## config.mk

```make
export PLATFORM = sky130hd
export DESIGN_NAME = uart_byte_rx
export DESIGN_NICKNAME = d
export VERILOG_FILES = /design/src/rtl/uart_pkg.sv /design/src/rtl/uart_sync.sv /design/src/rtl/uart_byte_rx.sv
export SDC_FILE = /design/constraint.sdc
export NUM_CORES = 1
export LEC_CHECK = 0
export ABC_AREA = 1
export ABC_CLOCK_PERIOD_IN_PS = 2000
export BUFFER_PORTS_ARGS = -buffer_cell sky130_fd_sc_hd__buf_2
export CAP_MARGIN = 20
export CORE_ASPECT_RATIO = 1.2
export CORE_UTILIZATION = 60
export DETAILED_ROUTE_END_ITERATION = 12
export PLACE_DENSITY = 0.79
export SLEW_MARGIN = 20
export SYNTH_ARGS = -nofsm -noshare
export SYNTH_HDL_FRONTEND = slang
export SYNTH_HIERARCHICAL = 1
export SYNTH_SLANG_ARGS = --single-unit
```

## constraint.sdc

```tcl
create_clock -name sclk -period 2 [get_ports sclk]
set_clock_uncertainty 0.15 [all_clocks]
set_input_delay 0 -clock sclk [delete_from_list [all_inputs] [get_ports sclk]]
set_output_delay 0 -clock sclk [all_outputs]
set_load 0.02 [all_outputs]
```

## src/rtl/uart_pkg.sv

```systemverilog
// Shared types and constants for the UART receive path.
// Holds state encoding, data width and the baud-count helper.
package uart_pkg;

  localparam int DATA_W = 8;

  typedef enum logic [2:0] {
    IDLE   = 3'd0,
    START  = 3'd1,
    DATA   = 3'd2,
    PARITY = 3'd3,
    STOP   = 3'd4
  } state_t;

  function automatic int baud_cnt_max(
    input int clk_freq,
    input int baud
  );
    return clk_freq / baud;
  endfunction

endpackage

```

## src/rtl/uart_sync.sv

```systemverilog
// Two-flop synchroniser plus one delay flop for a serial line.
// Ports: sclk, rst_n, rx in; rx_sync (rx_s2), start_edge (1->0 seen) out.
module uart_sync (
  input  logic sclk,
  input  logic rst_n,
  input  logic rx,
  output logic rx_sync,
  output logic start_edge
);

  logic rx_s1;
  logic rx_s2;
  logic rx_s3;

  // Flops reset to the idle-high level so release never fakes an edge.
  always_ff @(posedge sclk or negedge rst_n) begin
    if (!rst_n) begin
      rx_s1 <= 1'b1;
      rx_s2 <= 1'b1;
      rx_s3 <= 1'b1;
    end else begin
      rx_s1 <= rx;
      rx_s2 <= rx_s1;
      rx_s3 <= rx_s2;
    end
  end

  assign rx_sync    = rx_s2;
  assign start_edge = rx_s3 & ~rx_s2;

endmodule

```

## src/rtl/uart_byte_rx.sv

```systemverilog
// 8N1 serial receiver: mid-bit sampling, one-cycle byte/error strobes.
// Ports: sclk, rst_n, rx in; po_data[7:0], po_flag, frame_err out.
// Build option: UART_RX_PARITY_EN adds an even-parity bit before stop.
module uart_byte_rx
  import uart_pkg::*;
#(
  parameter int CLK_FREQ = 50_000_000,
  parameter int BAUD     = 9600
) (
  input  logic              sclk,
  input  logic              rst_n,
  input  logic              rx,
  output logic [DATA_W-1:0] po_data,
  output logic              po_flag,
  output logic              frame_err
);

  localparam int BAUD_CNT_MAX =
    baud_cnt_max(CLK_FREQ, BAUD);
  localparam int CW = $clog2(BAUD_CNT_MAX);
  localparam logic [CW-1:0] CNT_LAST =
    CW'(BAUD_CNT_MAX - 1);
  localparam logic [CW-1:0] CNT_MID =
    CW'(BAUD_CNT_MAX / 2 - 1);

  logic              rx_sync;
  logic              start_edge;
  state_t            state;
  logic [CW-1:0]     baud_cnt;
  logic [3:0]        bit_cnt;
  logic [DATA_W-1:0] sh;
  logic              strike;
  logic              wrap;
`ifdef UART_RX_PARITY_EN
  logic              par_bad;
`endif

  uart_sync u_sync (
    .sclk       (sclk),
    .rst_n      (rst_n),
    .rx         (rx),
    .rx_sync    (rx_sync),
    .start_edge (start_edge)
  );

  assign strike = (baud_cnt == CNT_MID);
  assign wrap   = (baud_cnt == CNT_LAST);

  always_ff @(posedge sclk or negedge rst_n) begin
    if (!rst_n) begin
      state     <= IDLE;
      baud_cnt  <= '0;
      bit_cnt   <= '0;
      sh        <= '0;
      po_data   <= '0;
      po_flag   <= 1'b0;
      frame_err <= 1'b0;
`ifdef UART_RX_PARITY_EN
      par_bad   <= 1'b0;
`endif
    end else begin
      po_flag   <= 1'b0;
      frame_err <= 1'b0;
      if (state != IDLE)
        baud_cnt <= wrap ? '0 : baud_cnt + 1'b1;
      unique case (state)
        IDLE: begin
          if (start_edge) begin
            state    <= START;
            baud_cnt <= '0;
            bit_cnt  <= '0;
          end
        end
        START: begin
          // High at mid-start means the edge was a glitch.
          if (strike && rx_sync) begin
            state    <= IDLE;
            baud_cnt <= '0;
          end else if (wrap) begin
            state   <= DATA;
            bit_cnt <= '0;
          end
        end
        DATA: begin
          if (strike) begin
            sh      <= {rx_sync, sh[DATA_W-1:1]};
            bit_cnt <= bit_cnt + 1'b1;
          end
          if (wrap && bit_cnt == 4'd8) begin
`ifdef UART_RX_PARITY_EN
            state <= PARITY;
`else
            state <= STOP;
`endif
            bit_cnt <= '0;
          end
        end
`ifdef UART_RX_PARITY_EN
        PARITY: begin
          if (strike)
            par_bad <= ^{sh, rx_sync};
          if (wrap) begin
            state   <= STOP;
            bit_cnt <= '0;
          end
        end
`endif
        STOP: begin
          // Leave at mid-stop so a back-to-back start edge is caught.
          if (strike) begin
`ifdef UART_RX_PARITY_EN
            if (rx_sync && !par_bad) begin
`else
            if (rx_sync) begin
`endif
              po_data <= sh;
              po_flag <= 1'b1;
            end else begin
              frame_err <= 1'b1;
            end
            state    <= IDLE;
            baud_cnt <= '0;
            bit_cnt  <= '0;
          end
        end
        default: begin
          state    <= IDLE;
          baud_cnt <= '0;
          bit_cnt  <= '0;
        end
      endcase
    end
  end

endmodule

```

==> flow_summary.ini <==
[power]
clockPowerShare = 0.276
power_switching_uw = 870.1
switching_share = 0.3557
share_seq_of_total_power = 0.392
p_int_uw = 1576
power_density_nw_per_um2 = 1007
leakagePower_uw = 0.001228
vdd_ir_drop_max_v = 0.0009886
power_frac_comb = 0.332

[cells_and_area]
final_cells = 332
utilization = 0.7213
n_fill_cell = 274
postLayoutCellArea_um2 = 2429
syn_to_final_growth_pct = 13.38
antenna_cells = 0
multi_input_area_um2 = 950.9
seq_area_um2 = 1030
post_route_cells_drive_above_1_share = 0.1864
layout.nets = 300

[critical_path]
arrival_ns = 1.88
slowest_stage = dfrtp_1
path_class = reg -> reg
path_cells = ha_2 -> nand2_1 -> nor2_1 -> nand3_1 -> nand2_1 -> inv_1 -> nor2_4 -> nand2_2 -> nand2_1 -> nand2_1
critical_path.top_delay_family = simple AND/OR/NAND/NOR gates
reg2regPathDepth = 10
path_common_cell = nand2_1
crit_end = bit_cnt[0]
cp_num_cells = 10
critPathRequiredTime_ns = 2.03
cp-end-kind = flop
rrSetupSlack_ns = 0.15
critPathBufInv = 1
timing.rr.start = baud_cnt[0]
start_kind = flop
worst_path_largest_cell_delay_ns = 0.37
crit_start = baud_cnt[0]
reg2reg_to = bit_cnt[0]
crit_fanout = 5

[sta]
min_period_ns = 1.850
setup_tns_ns = 0
fmax_mhz = 540.6
whs_ns = 0.07545
rsz0062_at_grt = false
finalMaxSlewViolations = 0
finalSetupViolCount = 0
tightest_slew_ns = 0.3436
post-route-period-util = 0.9250
final-hold-violation-count = 0
max_slew_margin = 0.7692

[cts]
clock_sinks = 41
clockBufferDepth = 2
cts_root_buffer = clkbuf_8
cts_buffers = 5
h-tree-depth = 2
clock_latency_ns = 0.29
clk_pin_slew_ns = 0.07
cts_tree = yes

[grt]
grtUsageTotal = 0.2327
grt_pass1_wl_mm = 6.796
grt-ovfl-total = 0
grt_pass1_vias = 1592
grt_antenna_before_repair = 0
grt_max_degree = 21

[synthesis]
seq_area_frac_synth = 0.4807
ys_types = 29
synth.most_common_cell = nand2_1
synth_top_area_frac = 0.4439
synth.mux.area_fraction = 0
ys_seq_elements = 41
async_flop_share = 1.000
syn-instance-count = 269
syn-num-nets = 275
synth_area_leaders = dfrtp_1 (44%), nand2_1 (13%), inv_1 (6.7%)
synth_xor_area_frac = 0.02862
ys_warn_count = 6
synth.top_cells.by_count = nand2_1 (72), dfrtp_1 (38), inv_1 (38)
synthAdderAreaFrac = 0.01752
synth_top_family_by_area = simple AND/OR/NAND/NOR gates
synth-compound-area-share = 0.07301
syn_area_um2 = 2142
yosys.area.top_type = dfrtp_1
synth_enable_flop_cells = 0
ys.flop_type = dfrtp_1
synth_simple_gate_area_share = 0.3189
post_synth.cell_area_avg_um2 = 7.963

[drt]
firstDrtPassIters = 4
route.detailed.wl_per_inst_um = 11.97
post_drt_via_cell_ratio = 5.241
drc = 0
ant_nets = 0
wl_mm = 3.975
via_count = 1740
dr.first_iter.drc_count = 85

[placed_design]
place_inst = 320
io_buffers = 12
dp_hpwl_mm = 2.903
place_area_um2 = 2262
routabilityCongestion = 0.8283

[floorplan]
core-area_um2 = 3367
dieHeight_um = 67.46
row_count = 23
start_util = 0.6362
die_w_um = 56.55
die_area_um2 = 3814
io_pins = 13

[run_status]
status = complete, no violations

[job]
cap_viol_max_count = 0

[hold_path]
hp-class = in -> async
## worst register-to-register path: stages (launching register included)
cell     delay, ns
dfrtp_1       0.37
ha_2          0.22
nand2_1       0.12
nor2_1        0.14
nand3_1       0.15
nand2_1       0.11
inv_1         0.08
nor2_4        0.17
nand2_2       0.10
nand2_1       0.07
nand2_1       0.05
## layout make-up
cell class                 count  share of cell area
inverter                      40             0.06182
timing repair buffer          21             0.05564
sequential                    41              0.4240
tap                           37             0.01906
multi-input combinational    185              0.3916
clock inverter                 1             0.01236
clock buffer                   7             0.03555
## sequential cells by signal, summed over array words and instances (netlist names)
name	cells
baud_cnt	13
po_data	8
sh	8
bit_cnt	4
state	3
frame_err	1
po_flag	1
u_sync/rx_s1	1
u_sync/rx_s3	1
u_sync/rx_sync	1
## worst min path at each step
| stage | start | end | cells past startpoint |
|---|---|---|---|
| finish | rst_n | baud_cnt[3] | 3 |
| detailed placement | rst_n | po_flag | 1 |
| floorplan | rst_n | baud_cnt[0] | 0 |
| global route | rst_n | baud_cnt[3] | 3 |
| global placement | rst_n | po_flag | 1 |
| CTS | rst_n | baud_cnt[3] | 3 |
## cells by family (layout without fill, tap and decap cells)
| family | Yosys count | after routing |
|---|---|---|
| flip-flops | 41 | 41 |
| buffers and inverters | 43 | 69 |
| AND/OR/NAND/NOR | 151 | 151 |
| XOR/XNOR | 7 | 7 |
| AO/OA/AOI/OAI | 24 | 24 |
| adder cells (fa/ha/maj) | 3 | 3 |
## power by group through the flow
stage	logic [uW]	registers (uW)	clock network, uW
after floorplan	587	963	0
after global placement	755	972	0
after global routing	912	965	720
final	812	958	676
after CTS	790	959	691
after detailed placement	777	975	0
## metal layers
layer  vias up  global-route usage  share of wire
li1        892                   -              -
met1       820              0.2985           0.46
met2        23              0.4000           0.51
met3         5             0.05172          0.027
met4         0             0.06402          0.010
met5         -                   0              0
## cells in the final DEF (no fill, tap or decap), types with 2 or more instances in the layout
cell / n
buf_4: 6
nor2_4: 3
dfstp_2: 3
clkbuf_8: 6
dlygate4sd3_1: 3
nand2_2: 4
nor3_1: 2
nand4_1: 4
nor2_2: 6
o21ai_2: 7
ha_1: 2
dfrtp_1: 38
nor2_1: 34
buf_2: 12
o21ai_0: 12
inv_1: 38
nand3_1: 20
nand2_1: 72
xor2_1: 7
inv_2: 2
## metrics by stage
stage / power [uW] / setup WS, ns
after CTS: 2439 / 0.09668
after floorplan: 1549 / 0.3208
after detailed placement: 1751 / 0.1091
final: 2446 / 0.1501
after global placement: 1727 / 0.1989
after global routing: 2597 / 0.009700
## repair_timing
action	4_1_cts	5_1_grt
hold buffers	3	0
hold endpoints to repair	42	0
setup buffers	0	1
endpoints found under the setup margin	0	22
gates resized for setup	0	3
(Power assumes the default switching activity.)
